## config.mk

```make
export PLATFORM = sky130hd
export DESIGN_NAME = gcd_controller_flat
export DESIGN_NICKNAME = d
export VERILOG_FILES = /design/src/rtl/gcd_controller_if.sv /design/src/rtl/gcd_controller.sv /design/src/flat_wrapper.sv
export SDC_FILE = /design/constraint.sdc
export NUM_CORES = 1
export LEC_CHECK = 0
export ABC_AREA = 1
export BUFFER_PORTS_ARGS = -buffer_cell sky130_fd_sc_hd__buf_2
export CAP_MARGIN = 20
export CELL_PAD_IN_SITES_DETAIL_PLACEMENT = 1
export CELL_PAD_IN_SITES_GLOBAL_PLACEMENT = 1
export CORE_MARGIN = 2
export CORE_UTILIZATION = 24
export DETAILED_ROUTE_END_ITERATION = 10
export PLACE_DENSITY = 0.57
export REMOVE_ABC_BUFFERS = 1
export SETUP_SLACK_MARGIN = 0.5
export SYNTH_ARGS = -nofsm -noshare
export SYNTH_HDL_FRONTEND = slang
export SYNTH_SLANG_ARGS = --single-unit
```

## constraint.sdc

```tcl
create_clock -name clk -period 1.7 [get_ports clk]
set_clock_uncertainty 0.15 [all_clocks]
set_input_delay 0.17 -clock clk [delete_from_list [all_inputs] [get_ports clk]]
set_output_delay 0.17 -clock clk [all_outputs]
set_load 0.03 [all_outputs]
```

## src/rtl/gcd_controller_if.sv

```systemverilog
// Handshake and datapath-control bundle between the GCD controller and the
// host/datapath side. The controller sits on the slave modport.
interface gcd_controller_if #(
  parameter int ITER_W = 8
);
  logic              start;
  logic              x_gt_y;
  logic              x_eq_y;
  logic              x_ls_y;
  logic              x_sel;
  logic              y_sel;
  logic              x_en;
  logic              y_en;
  logic [1:0]        x_op;
  logic [1:0]        y_op;
  logic              done_en;
  logic              busy;
  logic              done;
  logic              error;
  logic [ITER_W-1:0] iter_count;

  modport master (
    output start, x_gt_y, x_eq_y, x_ls_y,
    input  x_sel, y_sel, x_en, y_en, x_op, y_op,
    input  done_en, busy, done, error, iter_count
  );

  modport slave (
    input  start, x_gt_y, x_eq_y, x_ls_y,
    output x_sel, y_sel, x_en, y_en, x_op, y_op,
    output done_en, busy, done, error, iter_count
  );
endinterface

```

## src/rtl/gcd_controller.sv

```systemverilog
// Control FSM for the 8-bit subtract-and-compare GCD datapath.
//
// state   | meaning
// IDLE    | waiting for start; iter_count holds last run's value
// LOAD    | load X/Y registers from the external operands
// COMPARE | inspect datapath flags, pick next step
// SUB_X   | X <= X - Y, count one step
// SUB_Y   | Y <= Y - X, count one step
// FINISH  | load result register
// DONE    | completion pulse
// ABORT   | completion + error pulse, result register untouched
module gcd_controller #(
  parameter int MAX_ITER = 255,
  parameter int ITER_W   = 8
) (
  input  logic            clk,
  input  logic            rst,
  gcd_controller_if.slave bus
);

  localparam logic [ITER_W-1:0] ITER_MAX = ITER_W'(MAX_ITER);

  localparam logic [1:0] OP_HOLD = 2'b00;
  localparam logic [1:0] OP_SUB  = 2'b01;

  typedef enum logic [2:0] {
    IDLE    = 3'd0,
    LOAD    = 3'd1,
    COMPARE = 3'd2,
    SUB_X   = 3'd3,
    SUB_Y   = 3'd4,
    FINISH  = 3'd5,
    DONE    = 3'd6,
    ABORT   = 3'd7
  } state_t;

  state_t            state;
  state_t            state_next;
  logic [ITER_W-1:0] iter_count;
  logic              iter_clr;
  logic              iter_inc;

  // State register, synchronous active-low reset
  always_ff @(posedge clk) begin
    if (!rst) state <= IDLE;
    else      state <= state_next;
  end

  // Iteration counter: cleared on accepted start, saturates at ITER_MAX
  always_ff @(posedge clk) begin
    if (!rst) begin
      iter_count <= '0;
    end else if (iter_clr) begin
      iter_count <= '0;
    end else if (iter_inc && (iter_count != ITER_MAX)) begin
      iter_count <= iter_count + 1'b1;
    end
  end

  // Next-state decode; flag priority is eq > gt > lt
  always_comb begin
    state_next = IDLE;
    iter_clr   = 1'b0;
    iter_inc   = 1'b0;
    case (state)
      IDLE: begin
        if (bus.start) begin
          state_next = LOAD;
          iter_clr   = 1'b1;
        end else begin
          state_next = IDLE;
        end
      end
      LOAD:    state_next = COMPARE;
      COMPARE: begin
        if (bus.x_eq_y)                       state_next = FINISH;
        else if (!bus.x_gt_y && !bus.x_ls_y)  state_next = ABORT;
        else if (iter_count == ITER_MAX)      state_next = ABORT;
        else if (bus.x_gt_y)                  state_next = SUB_X;
        else                                  state_next = SUB_Y;
      end
      SUB_X: begin
        state_next = COMPARE;
        iter_inc   = 1'b1;
      end
      SUB_Y: begin
        state_next = COMPARE;
        iter_inc   = 1'b1;
      end
      FINISH:  state_next = DONE;
      DONE:    state_next = IDLE;
      ABORT:   state_next = IDLE;
      default: state_next = IDLE;
    endcase
  end

  // Moore output decode from the state register
  always_comb begin
    bus.x_sel   = 1'b0;
    bus.y_sel   = 1'b0;
    bus.x_en    = 1'b0;
    bus.y_en    = 1'b0;
    bus.x_op    = OP_HOLD;
    bus.y_op    = OP_HOLD;
    bus.done_en = 1'b0;
    bus.busy    = (state != IDLE);
    bus.done    = 1'b0;
    bus.error   = 1'b0;
    case (state)
      LOAD: begin
        bus.x_en = 1'b1;
        bus.y_en = 1'b1;
      end
      SUB_X: begin
        bus.x_sel = 1'b1;
        bus.x_op  = OP_SUB;
        bus.x_en  = 1'b1;
      end
      SUB_Y: begin
        bus.y_sel = 1'b1;
        bus.y_op  = OP_SUB;
        bus.y_en  = 1'b1;
      end
      FINISH:  bus.done_en = 1'b1;
      DONE:    bus.done    = 1'b1;
      ABORT: begin
        bus.done  = 1'b1;
        bus.error = 1'b1;
      end
      default: ;
    endcase
  end

  assign bus.iter_count = iter_count;

endmodule

```

## src/flat_wrapper.sv

```systemverilog
// flat-port wrapper written by rule: the top's interface ports become plain ports
module gcd_controller_flat 
#(
  parameter int MAX_ITER = 255,
  parameter int ITER_W   = 8
)
  (clk, rst, bus_start, bus_x_gt_y, bus_x_eq_y, bus_x_ls_y, bus_x_sel, bus_y_sel, bus_x_en, bus_y_en, bus_x_op, bus_y_op, bus_done_en, bus_busy, bus_done, bus_error, bus_iter_count);
  gcd_controller_if #(.ITER_W(ITER_W)) bus_i ();
  input  logic clk;
  input  logic rst;
  input wire logic [$bits(bus_i.start)-1:0] bus_start;
  input wire logic [$bits(bus_i.x_gt_y)-1:0] bus_x_gt_y;
  input wire logic [$bits(bus_i.x_eq_y)-1:0] bus_x_eq_y;
  input wire logic [$bits(bus_i.x_ls_y)-1:0] bus_x_ls_y;
  output wire logic [$bits(bus_i.x_sel)-1:0] bus_x_sel;
  output wire logic [$bits(bus_i.y_sel)-1:0] bus_y_sel;
  output wire logic [$bits(bus_i.x_en)-1:0] bus_x_en;
  output wire logic [$bits(bus_i.y_en)-1:0] bus_y_en;
  output wire logic [$bits(bus_i.x_op)-1:0] bus_x_op;
  output wire logic [$bits(bus_i.y_op)-1:0] bus_y_op;
  output wire logic [$bits(bus_i.done_en)-1:0] bus_done_en;
  output wire logic [$bits(bus_i.busy)-1:0] bus_busy;
  output wire logic [$bits(bus_i.done)-1:0] bus_done;
  output wire logic [$bits(bus_i.error)-1:0] bus_error;
  output wire logic [$bits(bus_i.iter_count)-1:0] bus_iter_count;
  assign bus_i.start = bus_start;
  assign bus_i.x_gt_y = bus_x_gt_y;
  assign bus_i.x_eq_y = bus_x_eq_y;
  assign bus_i.x_ls_y = bus_x_ls_y;
  assign bus_x_sel = bus_i.x_sel;
  assign bus_y_sel = bus_i.y_sel;
  assign bus_x_en = bus_i.x_en;
  assign bus_y_en = bus_i.y_en;
  assign bus_x_op = bus_i.x_op;
  assign bus_y_op = bus_i.y_op;
  assign bus_done_en = bus_i.done_en;
  assign bus_busy = bus_i.busy;
  assign bus_done = bus_i.done;
  assign bus_error = bus_i.error;
  assign bus_iter_count = bus_i.iter_count;
  gcd_controller #(.MAX_ITER(MAX_ITER), .ITER_W(ITER_W)) u_core (.clk(clk), .rst(rst), .bus(bus_i));
endmodule
```

==> results of run 1 <==
==> per-layer routing <==
metal	global-route usage	wire length (um)	vias to the layer above
li1	-	-	402
met2	0.235	1170	9
met5	0	0	-
met1	0.167	990	371
met4	0.0598	15	0
met3	0.0201	48	2
==> registers in the layout (all words and copies together) (netlist names) <==
signal / flops
u_core.bus.iter_count: 8
u_core.state: 3
==> worst max-delay path: stages, from the launching register on <==
cell	delay (ns)
dfxtp_4	0.38
inv_4	0.08
nand2_4	0.06
o21ai_2	0.12
buf_6	0.14
==> cell usage after synthesis (all sizes together) <==
library cell / count / area [um2]
nand4: 1 / 6.26
nand2: 38 / 163
a21oi: 10 / 50.1
inv: 16 / 60.1
ha: 1 / 12.5
o21ai: 2 / 10.0
dfxtp: 11 / 220
nand3: 10 / 55.1
conb: 1 / 3.75
nor2: 13 / 58.8
xnor2: 1 / 8.76
xor2: 2 / 17.5
buf: 4 / 30.0
==> where the power goes <==
group / leakage (nW) / total [mW] / switching, mW / internal (mW)
combinational: 0.424 / 0.187 / 0.117 / 0.0707
sequential: 0.0964 / 0.275 / 0.0165 / 0.259
clock: 0.0150 / 0.188 / 0.0971 / 0.0907
==> how the worst max path moves through the flow <==
stage	start	end	depth (start not counted)
floorplan	u_core.bus.iter_count[1]	u_core.bus.iter_count[4]	8
global placement	u_core.bus.iter_count[0]	u_core.bus.iter_count[6]	8
detailed placement	u_core.bus.iter_count[1]	u_core.bus.iter_count[6]	8
CTS	u_core.state[1]	bus_done_en	4
global route	u_core.bus.iter_count[1]	u_core.bus.iter_count[6]	8
finish	u_core.state[1]	bus_y_en	4
==> cell type report <==
cell class	instances	area, um2
clock buffer	4	26.3
fill	350	1550
inverter	16	77.6
multi-input combinational	80	548
sequential	11	251
tap	31	38.8
timing repair buffer	31	269
==> placed cells by master (no fill, tap or decap) <==
cell type and count:
nand2_1 23, buf_6 13, buf_4 12, nand2_2 8, inv_1 8, nor2_1 7, dfxtp_4 7, nand2_4 6
inv_2 5, nand3_1 5, a21oi_2 5, a21oi_1 5, buf_2 5, clkbuf_4 4, dfxtp_2 4, nor2_4 3
nand3_2 3, nor2_2 3, inv_4 2, nand3_4 2, conb_1 2, o21ai_2 1, nand2_8 1, clkinv_8 1
nand4_1 1, xor2_2 1, xnor2_1 1, xor2_1 1, o21ai_0 1, ha_4 1, clkbuf_1 1
==> what timing repair did <==
item | CTS | global route
setup endpoints to repair | 29 | 27
pin swaps | 8 | 6
resized for setup | 78 | 25
buffers inserted | 5 | 1
hold buffers | 0 | 0
==> logic make-up after synthesis <==
group,count (synthesis),synth area share
fa+ha+maj,1,0.0180
compound gates,12,0.0863
xor+xnor,3,0.0378
flops,11,0.317
simple gates,62,0.406
buf+inv,20,0.129
other cells,1,0.00539
==> flow_results.org, run 1 <==
** Die
- Vertical die dimension :: 57.8 um
- The die is slightly below 60 um wide.
- Core Footprint :: between 2000 and 3000 um2
- For this configuration, the core starts out at a cell density of 0.252.
- The die covers about 3300 um2.
- The floorplan has 19 rows.
- Top Ports :: 26

** Logic synthesis
- The synthesized design contains 11 register bits.
- After synthesis, the mean cell area works out to about 6.3 um2.
- Yosys mapped the design onto 19 distinct sky130hd cell types.
- For this run, the register share of the synthesized area comes to 0.317.
- For this run, the number of Yosys warnings is 0.
- Synthesis produced between 100 and 150 cells.
- In this run the cell area of the synthesized design comes to 696 um2.

** STA
- Setup violations remaining at the end of the flow were counted as 0.
- Hold violation total from the final report :: 0
- The smallest clock period supported by the final layout is computed as 1.37 ns.
- Hold slack final :: 0.0388 ns
- Setup tns final :: 0 ns
- For this run, the top clock speed supported by timing is 731 MHz.
- Setup repair after global routing could not meet its margin everywhere.
- Final Worst Setup Slack :: between 0.3 and 0.4 ns
- Final-report max-slew violation count :: 0
- Ratio of final minimum period to clock period :: 0.805

** Cells and area
- After routing the design area is ~1200 um2.
- 0 antenna diodes ended up in the layout.
- Post-synthesis to final-layout area growth :: 74.1%
- The finished layout holds roughly 170 standard cells, fillers aside.
- Measured on the finished design, the core utilization comes to 0.439.
- The net count of the finished layout is 150.
- Fraction of final layout cells with drive strength greater than 1 :: 0.613

** Critical path
- Critical path type :: reg -> out
- In this run the worst path has a maximum fanout of 4.
- Crit path launch type :: register
- The worst register-to-register path ends at u_core.bus.iter_count[4].
- Count of cells along the worst register-to-register path :: 7
- At the worst endpoint, the required time is around 1.4 ns.
- Kind of capture point of the worst setup path :: output port
- For flop-to-flop paths, the worst setup slack is 0.34 ns.
- At the worst endpoint, the arrival time is 1.05 ns.
- Critical R2R Launch :: u_core.bus.iter_count[1]

** Worst hold path
- The worst hold path was traced through 3 stages.
- Launch instance of the worst min-delay path :: rst
- The worst hold path belongs to the class in -> reg.
- Endpoint of the worst hold path :: u_core.state[1]

** CTS
- The clock passes through at most 2 buffers.
- CTS H-tree depth :: 1
- Clock-pin slew was measured on the worst setup and hold paths at roughly 0.080 ns.
- CTS placed an instance of clkbuf_4 at the clock tree root.
- TritonCTS built the clock tree.
- Worst-Skew Late Latency :: 0.27 ns
- The number of clock buffers added by TritonCTS is 3.
- The tree built by TritonCTS fans out to 11 sinks.

** Run status
- The run finished with clean final reports.

** Place
- Prior to clock tree synthesis, the placed netlist has a worst setup slack of about 0.20 ns.
- Number of input and output port buffers inserted :: 23
- Placed standard-cell area :: ~840 um2
- Post-placement cell count :: ~160
- Summed over all nets, the half-perimeter wirelength after detailed placement is about 1.4 mm.
- Gp weighted congestion :: 0.796

** Detailed routing
- The first detailed-routing pass took 3 iterations.
- Drt first-iter violations :: 22
- Antenna-violating nets left :: 0
- Remaining DRCs :: 0
- After detailed routing, the number of vias per cell comes to between 4 and 5.
- The final route contains about 800 vias.
- Dividing the detail-routed wire length by the instance count gives 12.8 um.
- Final Routed Wirelength :: 2.22 mm

** Global routing
- The first global-routing pass estimated ~3.5 mm of wire.
- Initial antenna violation count :: 0
- The via count of the first global-routing pass is between 700 and 800.
- Entering global routing, the biggest net connects 9 pins.
- Congestion Overflow GR :: 0
- Total global-route track usage :: 0.136

** Pwr
- Power density of the placed cells :: 537 nW/um2
- The completed layout was analyzed and its total power is about 0.65 mW.
- Maximum VDD drop :: a little over 300 uV
- Leak :: 0.536 nW

** Run
- The tool flagged a number of max-cap violations equal to 0.
Power figures use the tool's default switching activity.
==> inputs of run 2 (changes only) <==
==> constraint.sdc (replaced) <==
create_clock -name clk -period 1.4 [get_ports clk]
set_clock_uncertainty 0.15 [all_clocks]
set_input_delay 0.14 -clock clk [delete_from_list [all_inputs] [get_ports clk]]
set_output_delay 0.14 -clock clk [all_outputs]
set_load 0.03 [all_outputs]
==> run 2 against run 1 <==
Global-route usage increased by 2.1 points. Via count increased by 5.9%. Critical endpoint unchanged. Utilization grew 4.9 points. Hold slack worse by 0.031 ns. Final cell count up 5.2%.
==> flow_results.org, run 2 (synthesis gave the netlist of run 1 again) <==
** Critical path
- Critical R2R Launch :: u_core.bus.iter_count[1]
- In this run the critical register-to-register path is captured at u_core.bus.iter_count[1].
- STA classifies the critical path endpoint as an output port.
- Count of cells along the worst register-to-register path :: 8 (+1)
- The arrival time reported for the critical path endpoint came to 1.06 ns (about the same).
- The setup slack of the worst register-to-register path was 0.06 ns (-0.28 ns).
- The critical path in this run is classified as reg -> out.
- The critical path required time was 1.11 ns (-0.27 ns).
- The worst-path maximum fanout was 4 (unchanged).
- STA classifies the critical path startpoint as a register.

** Cells and area
- The flip-flop count of the largest register, all copies and words added is 8 (unchanged).
- Fraction of final layout cells with drive strength greater than 1 :: 0.669 (+0.0562)
- Leaving out fill and tap cells, the most frequent cells in the layout are 23 x buf_6, 18 x nand2_1, 13 x nand2_2, 11 x buf_4, 9 x inv_1.
- Ranked by flip-flop count, first place goes to u_core.bus.iter_count.
- The diode insertion count for antenna repair was 0 (unchanged).
- Final instance area :: 1350 um2 (+11%)
- The library cell used most frequently in the layout, excluding fill and tap cells, is buf_6.
- Relative to the synthesized area, the layout overhead comes to 93.5%.
- In the final layout, the registers with the most flip-flops are u_core.bus.iter_count (8), u_core.state (3).
- Final nets :: 159 (+6.0%)

** Global routing
- The overall global routing resource usage came to 0.157 (+0.0206).
- The sum of overflow across all layers after global routing came to 0 (unchanged).
- Initial antenna violation count :: 0 (unchanged)
- Number of global-route vias before repair :: 846 (+6.3%)
- The global-route wire length before repair is 3.88 mm (+11%).
- Maximum number of pins on one net before global-route repair :: 9 (unchanged)

** Worst hold path
- Worst hold path class :: in -> reg
- Cells on Worst Hold Path :: 3 (unchanged)
- For hold timing, the worst endpoint is u_core.state[1].
- In this run the most critical hold path is launched from rst.

** Die
- The die height is 57.8 um (unchanged).
- The full die area is 3350 um2 (unchanged).
- The placeable core area was 2760 um2 (unchanged).
- The number of standard-cell rows in the floorplan came to 19 (unchanged).
- The width of the die was 57.8 um (unchanged).
- The number of ports placed on the die boundary was 26 (unchanged).
- The starting utilization of the core area came to 0.252 (unchanged).

** Run status
- Status :: finished, final reports clean

** Detailed routing
- Antenna-violating nets left :: 0 (unchanged)
- Final Routed Wirelength :: 2.34 mm (+5.1%)
- The number of DRC markers in iteration 0 was 15 (-32%).
- The number of vias in the routed layout came to 830 (+5.9%).
- The total iterations of the first detailed-routing run was 4 (+1).
- Routed length per instance :: 12.8 um (about the same)
- The average via count per standard cell came to 4.56 (+0.63%).
- Remaining DRCs :: 0 (unchanged)

** STA
- Setup Viol. Count Final :: 0 (unchanged)
- The final setup slack of the worst path was 0.0507 ns (-0.281 ns).
- The final hold violation count was 0 (unchanged).
- Unrepaired setup endpoints after global routing :: true
- Period minus WS final :: between 1 and 1.5 ns
- In the finished design, the share of the clock period the worst path needs comes to 0.964.
- Highest attainable clock frequency :: between 700 and 800 MHz
- The accumulated negative setup slack is 0 ns (unchanged).
- The total count of max-transition violations in the final report was 0 (unchanged).

** CTS
- CTS H-tree depth :: 1 (unchanged)
- The insertion delay of the later-clocked pin in the worst-skew pair is 0.27 ns (about the same).
- The clock-pin slew of the registers on the worst-case setup and hold paths came to 0.07 ns (about the same).
- Clock Tree Root :: clkbuf_4
- Clock Sink Count :: 11 (unchanged)
- The deepest clock path buffer count was 2 (unchanged).
- TritonCTS built the clock tree.
- Clock buffer count from CTS :: 3 (unchanged)

** Place
- The worst-case setup slack after placement came to -0.0208 ns (-0.221 ns).
- Gp weighted congestion :: 0.722 (-9.3%)
- The placed wire-length estimate after detailed placement was 1.61 mm (+13%).
- The cell area after placement came to 891 um2 (+6.3%).
- Number of input and output port buffers inserted :: 23 (unchanged)

** Run
- Max-capacitance violation count :: 0 (unchanged)

** Pwr
- The power density normalized to cell area is 596 nW/um2 (+11%).
- The worst vdd rail ir drop is 494 uV (+63%).
- Final Total Pwr :: 0.802 mW (+23%)
- The leakage component of the power came to 0.588 nW (+9.7%).
==> run 2: worst max path at each step <==
stage,from,endpoint,slack [ns],depth (start not counted)
floorplan,u_core.bus.iter_count[1],u_core.bus.iter_count[4],-0.25,8
global placement,u_core.bus.iter_count[0],u_core.bus.iter_count[4],0.03,8
detailed placement,u_core.bus.iter_count[1],u_core.bus.iter_count[7],-0.02,8
CTS,u_core.state[1],bus_y_en,0.03,4
global route,u_core.state[1],bus_y_en,-0.003,4
finish,u_core.state[1],bus_y_en,0.05,4
==> run 2: worst max-delay path: stages, from the launching register on <==
cell and delay (ns):
dfxtp_4 0.37, inv_4 0.08, nand2_4 0.06, o21ai_2 0.13
buf_6 0.15
==> run 2: area by class of cell <==
cell class,instances,area [um2]
Sequential cell,11,244
Tap cell,31,38.8
Inverter,16,77.6
Clock buffer,4,26.3
Fill cell,343,1410
Multi-Input combinational cell,80,573
Timing Repair Buffer,40,387
==> run 2: per-layer routing <==
metal,track usage,up-vias,wire length [um]
li1,-,421,-
met1,0.201,394,1010
met2,0.253,11,1240
met3,0.0268,4,49
met4,0.0797,0,40
met5,0,-,0
==> run 2: repair_timing <==
item,4_1_cts,5_1_grt
setup buffers,8,0
hold endpoints to repair,1,0
pin swaps,11,2
gates resized for setup,92,24
setup endpoints to repair,29,29
==> run 2: where the power goes <==
group	switching, mW	internal, mW
Clock	0.113	0.110
Combinational	0.146	0.0901
Sequential	0.0226	0.320
==> run 2: metrics by stage <==
stage	instances	util	hold slack, ns
2_1_floorplan	107	-	0.140
3_3_place_gp	170	0.323	0.269
3_5_place_dp	170	0.323	0.276
4_1_cts	182	0.456	-0.000502
5_1_grt	182	0.488	0.0179
6_report	182	0.488	0.00782
==> inputs of run 3 (changes only) <==
--- a/config.mk
+++ b/config.mk
@@ -5,7 +5,7 @@
 export SDC_FILE = /design/constraint.sdc
 export NUM_CORES = 1
 export LEC_CHECK = 0
-export ABC_AREA = 1
+export ABC_AREA = 0
 export BUFFER_PORTS_ARGS = -buffer_cell sky130_fd_sc_hd__buf_2
 export CAP_MARGIN = 20
 export CELL_PAD_IN_SITES_DETAIL_PLACEMENT = 1
@@ -13,7 +13,7 @@
 export CORE_MARGIN = 2
 export CORE_UTILIZATION = 24
 export DETAILED_ROUTE_END_ITERATION = 10
-export PLACE_DENSITY = 0.57
+export PLACE_DENSITY = 0.54
 export REMOVE_ABC_BUFFERS = 1
 export SETUP_SLACK_MARGIN = 0.5
 export SYNTH_ARGS = -nofsm -noshare
==> constraint.sdc (replaced) <==
create_clock -name clk -period 1.3 [get_ports clk]
set_clock_uncertainty 0.15 [all_clocks]
set_input_delay 0.13 -clock clk [delete_from_list [all_inputs] [get_ports clk]]
set_output_delay 0.13 -clock clk [all_outputs]
set_load 0.03 [all_outputs]
==> run 3 against run 2 <==
The flow now finishes with violations (hold timing, setup timing). Flip-flop and latch count stayed put. Critical path depth stayed put. Sequential power is 2% higher. Hold slack worse by 0.034 ns. Clock-buffer cell count stayed put. Synthesized area is 3.1% lower. Synthesized cell count is 26% lower. Die area is 2.8% lower. Critical path type is now reg -> reg. Critical endpoint is now u_core.bus.iter_count[7]. Largest power group unchanged. Highest routed layer unchanged.
==> flow_results.org, run 3 <==
** Place
- The placed wire-length estimate after detailed placement came to 1.55 mm (-3.5%).
- Gp weighted congestion :: 0.785 (+8.6%)
- Placed standard-cell area :: 951 um2 (+6.7%)
- Number of input and output port buffers inserted :: 23 (unchanged)
- The worst-case setup slack after placement is -0.472 ns (-0.451 ns).

** STA
- Timing would allow up to 569 MHz.
- Setup repair after global routing could not meet its margin everywhere.
- Setup Viol. Count Final :: 21 (+21)
- Final-report max-slew violation count :: 0 (unchanged)
- The final hold violation count came to 2 (+2).
- In the finished design, the share of the clock period the worst path needs comes to 1.35.
- The final setup slack of the worst path is -0.456 ns (-0.507 ns).
- The minimum hold slack was -0.0264 ns (-0.0342 ns).
- Period minus WS final :: ~1.8 ns

** Logic synthesis
- Main combinational cell family by area after synthesis :: simple AND/OR/NAND/NOR gates
- Adder-cell share of the synthesized area :: 0.0186 (+0.000567)
- Complex-gate fraction of the synthesized area :: 0.230 (+0.144)
- Count of different cell masters after synthesis :: 38 (+19)
- Area fraction of the dominant cell type after synthesis :: 0.327 (+0.00998)
- Yosys Warn Count :: 0 (unchanged)
- Share of synthesized flip-flops with an asynchronous set or reset :: 0 (unchanged)
- Summed over all instances, the cell type with the most area after synthesis is dfxtp_1.
- Xor and xnor fraction of the mapped netlist area :: 0.0390 (+0.00119)
- Gate count after technology mapping :: 81 (-26%)
- The synthesized area per cell is 8.33 um2 (+32%).
- The number of enable-type register cells in the synthesized netlist came to 0 (unchanged).
- Syn Std Cell Area :: 674 um2 (-3.1%)
- Proportion of synthesized area in mux cells :: 0.0148 (+0.0148)
- Portion of the post-synthesis area used by sequential elements :: 0.327 (+0.00998)
- Main area contributors after synthesis :: dfxtp_1 33%, inv_1 5.0%, buf_4 4.5%, a21oi_1 3.7%, or3_1 3.7%
- The count of state elements after synthesis was 11 (unchanged).
- Yosys instantiated no cell more often than dfxtp_1.
- For this run, the leading register cell type out of synthesis is dfxtp_1.
- By count the netlist is led by 11 x dfxtp_1, 9 x inv_1, 6 x nor2_1.
- The post-synthesis share of cell area spent on and, or, nand and nor gates was 0.247 (-0.160).

** Critical path
- Kind of capture point of the worst setup path :: register
- The worst register-to-register path begins at u_core.state[2].
- CP Cell Sequence :: or3b_4 -> a221oi_2 -> or4b_1 -> a21oi_1
- The buffering stage count on the worst path with inverters included came to 0 (-2).
- The arrival time reported for the critical path endpoint came to 1.82 ns (+0.76 ns).
- Crit path launch type :: register
- CP required :: 1.36 ns (+0.25 ns)
- The endpoint identified for the worst register-to-register timing path is u_core.bus.iter_count[7].
- In this design, the largest share of critical-path delay is due to simple AND/OR/NAND/NOR gates.
- Internal reg-to-reg setup slack :: -0.46 ns (-0.52 ns)
- Count of cells along the worst register-to-register path :: 4 (-4)
- Beginning of the critical path :: u_core.state[2]
- The critical path ends at u_core.bus.iter_count[7].
- The number of stages on the worst setup path is 4 (unchanged).
- On the critical path, the stage with the largest delay is an instance of or4b_1.
- The critical path in this run is classified as reg -> reg.
- The worst-path maximum fanout came to 3 (-1).
- The stage delay of the slowest cell on the critical path came to 0.44 ns (+0.07 ns).

** CTS
- The TritonCTS sink count came to 11 (unchanged).
- Buffer depth of the longest clock path :: 2 (unchanged)
- CTS tree :: built
- The clock-pin slew of the registers on the worst-case setup and hold paths was 0.07 ns (about the same).
- Clock buffer count from CTS :: 3 (unchanged)
- CTS H-tree depth :: 1 (unchanged)
- Clock Tree Root :: clkbuf_4
- Worst-Skew Late Latency :: 0.27 ns (about the same)

** Detailed routing
- The number of DRC markers in iteration 0 was 14 (-1).
- The post-route antenna net violation count was 0 (unchanged).
- Routed length per instance :: 14.3 um (+11%)
- The average via count per standard cell is 4.84 (+6.1%).
- Pre-antenna DRT Iters :: 4 (unchanged)
- Remaining DRCs :: 0 (unchanged)
- Routed vias :: 837 (+0.84%)
- The sum of routed wire length over all layers is 2.47 mm (+5.8%).

** Run status
- The run finished, with violations left.
- Violations in the final reports :: hold timing, setup timing

** Global routing
- The maximum number of pins on one net before global-route repair came to 9 (unchanged).
- The number of antenna violations at the first check in global routing is 0 (unchanged).
- The sum of overflow across all layers after global routing came to 0 (unchanged).
- Number of global-route vias before repair :: 816 (-3.5%)
- Total global-route track usage :: 0.144 (-0.0132)
- The global-route wire length before repair was 3.68 mm (-5.1%).

** Die
- The width of the die came to 57.0 um (-1.4%).
- Core Footprint :: 2710 um2 (-1.7%)
- Floorplan die area :: 3250 um2 (-2.8%)
- Starting Density :: 0.249 (-0.00342)
- Std-Cell Rows :: 19 (unchanged)
- Vertical die dimension :: 57.0 um (-1.4%)
- Top Ports :: 26 (unchanged)

** Pwr
- Maximum VDD drop :: 492 uV (-0.44%)
- Leak :: 0.617 nW (+4.9%)
- The power density normalized to cell area was 647 nW/um2 (+8.5%).

** Cells and area
- Registers with the most flip-flops :: u_core.bus.iter_count (8), u_core.state (3)
- Largest register FFs :: 8 (unchanged)
- The end-of-flow core utilization was 0.503 (+0.0146).
- Final instance area :: 1360 um2 (+1.2%)
- Register containing the most flip-flops in the final layout :: u_core.bus.iter_count
- Leaving out fill and tap cells, the most frequent cell in the layout is buf_4.
- The diode insertion count for antenna repair came to 0 (unchanged).
- Compared with the post-synthesis result, the final layout area differs by 102%.
- Fraction of final layout cells with drive strength greater than 1 :: 0.655 (-0.0139)
- Top library cells by usage in the layout, fill and taps aside :: 29 x buf_4, 25 x buf_6, 8 x inv_1, 7 x buf_2, 7 x dfxtp_2
- The layout net count was 150 (-5.7%).

** Run
- The count of maximum capacitance violations was 0 (unchanged).

** Worst hold path
- The path class of the tightest hold or removal check is in -> reg.
run 3: cell count changes in the layout (fill, tap and decap cells not counted), sizes merged, moves of 4 or more:
cell,before,now
buf,40,62
nand2,38,3
or3,0,4
inv,16,8
nand3,10,3
nor2,13,6
a21oi,10,5
run 3: worst min path at each step:
| stage | start | depth (start not counted) | endpoint |
|---|---|---|---|
| floorplan | rst | 1 | u_core.state[2] |
| global placement | rst | 2 | u_core.state[2] |
| detailed placement | rst | 2 | u_core.state[1] |
| CTS | rst | 2 | u_core.state[2] |
| global route | rst | 2 | u_core.state[2] |
| finish | rst | 2 | u_core.state[2] |
run 3: logic make-up after synthesis:
family | Yosys count
AO/OA/AOI/OAI | 21
XOR/XNOR | 3
buffers and inverters | 15
AND/OR/NAND/NOR | 28
other | 1
adder cells (fa/ha/maj) | 1
multiplexers | 1
flip-flops | 11
run 3: routing by layer:
metal / up-vias / GRT usage / wire (um)
met5: - / 0 / 0
met4: 0 / 0.0465 / 16
met1: 404 / 0.183 / 1010
li1: 408 / - / -
met3: 2 / 0.0272 / 101
met2: 23 / 0.245 / 1350
run 3: worst register-to-register path, delay by kind of cell (launching register included):
family / cells / cell delay [ns]
simple gates: 2 / 0.84
compound gates: 2 / 0.35
flops: 1 / 0.35
run 3: final cells by class:
| type | count | area [um2] |
|---|---|---|
| fillers | 325 | 1350 |
| repair buffers | 62 | 549 |
| multi-input cells | 56 | 469 |
| flip-flops and latches | 11 | 240 |
| inverters | 9 | 38.8 |
| well taps | 31 | 38.8 |
| clock buffers | 4 | 26.3 |
run 3: stage by stage:
stage	std cells	setup TNS [ns]	power, mW
after global placement	152	-3.55	0.546
after detailed placement	152	-4.03	0.549
after CTS	160	-5.67	0.832
final	173	-6.04	0.881
after floorplan	76	-7.46	0.468
after global routing	173	-7.41	0.932
run 3: repair_timing:
item / CTS / global route
buffers inserted: 4 / 13
cloned: 0 / 0
resized for setup: 61 / 17
hold endpoints to repair: 2 / 2
endpoints found under the setup margin: 29 / 29
pin swaps: 6 / 8
run 3: report_power, final:
part           leakage (nW)  internal, mW  switching [mW]
Combinational         0.507         0.140           0.148
Sequential           0.0947         0.342         0.00725
Clock                0.0150         0.119           0.126
Total                 0.617         0.600           0.281
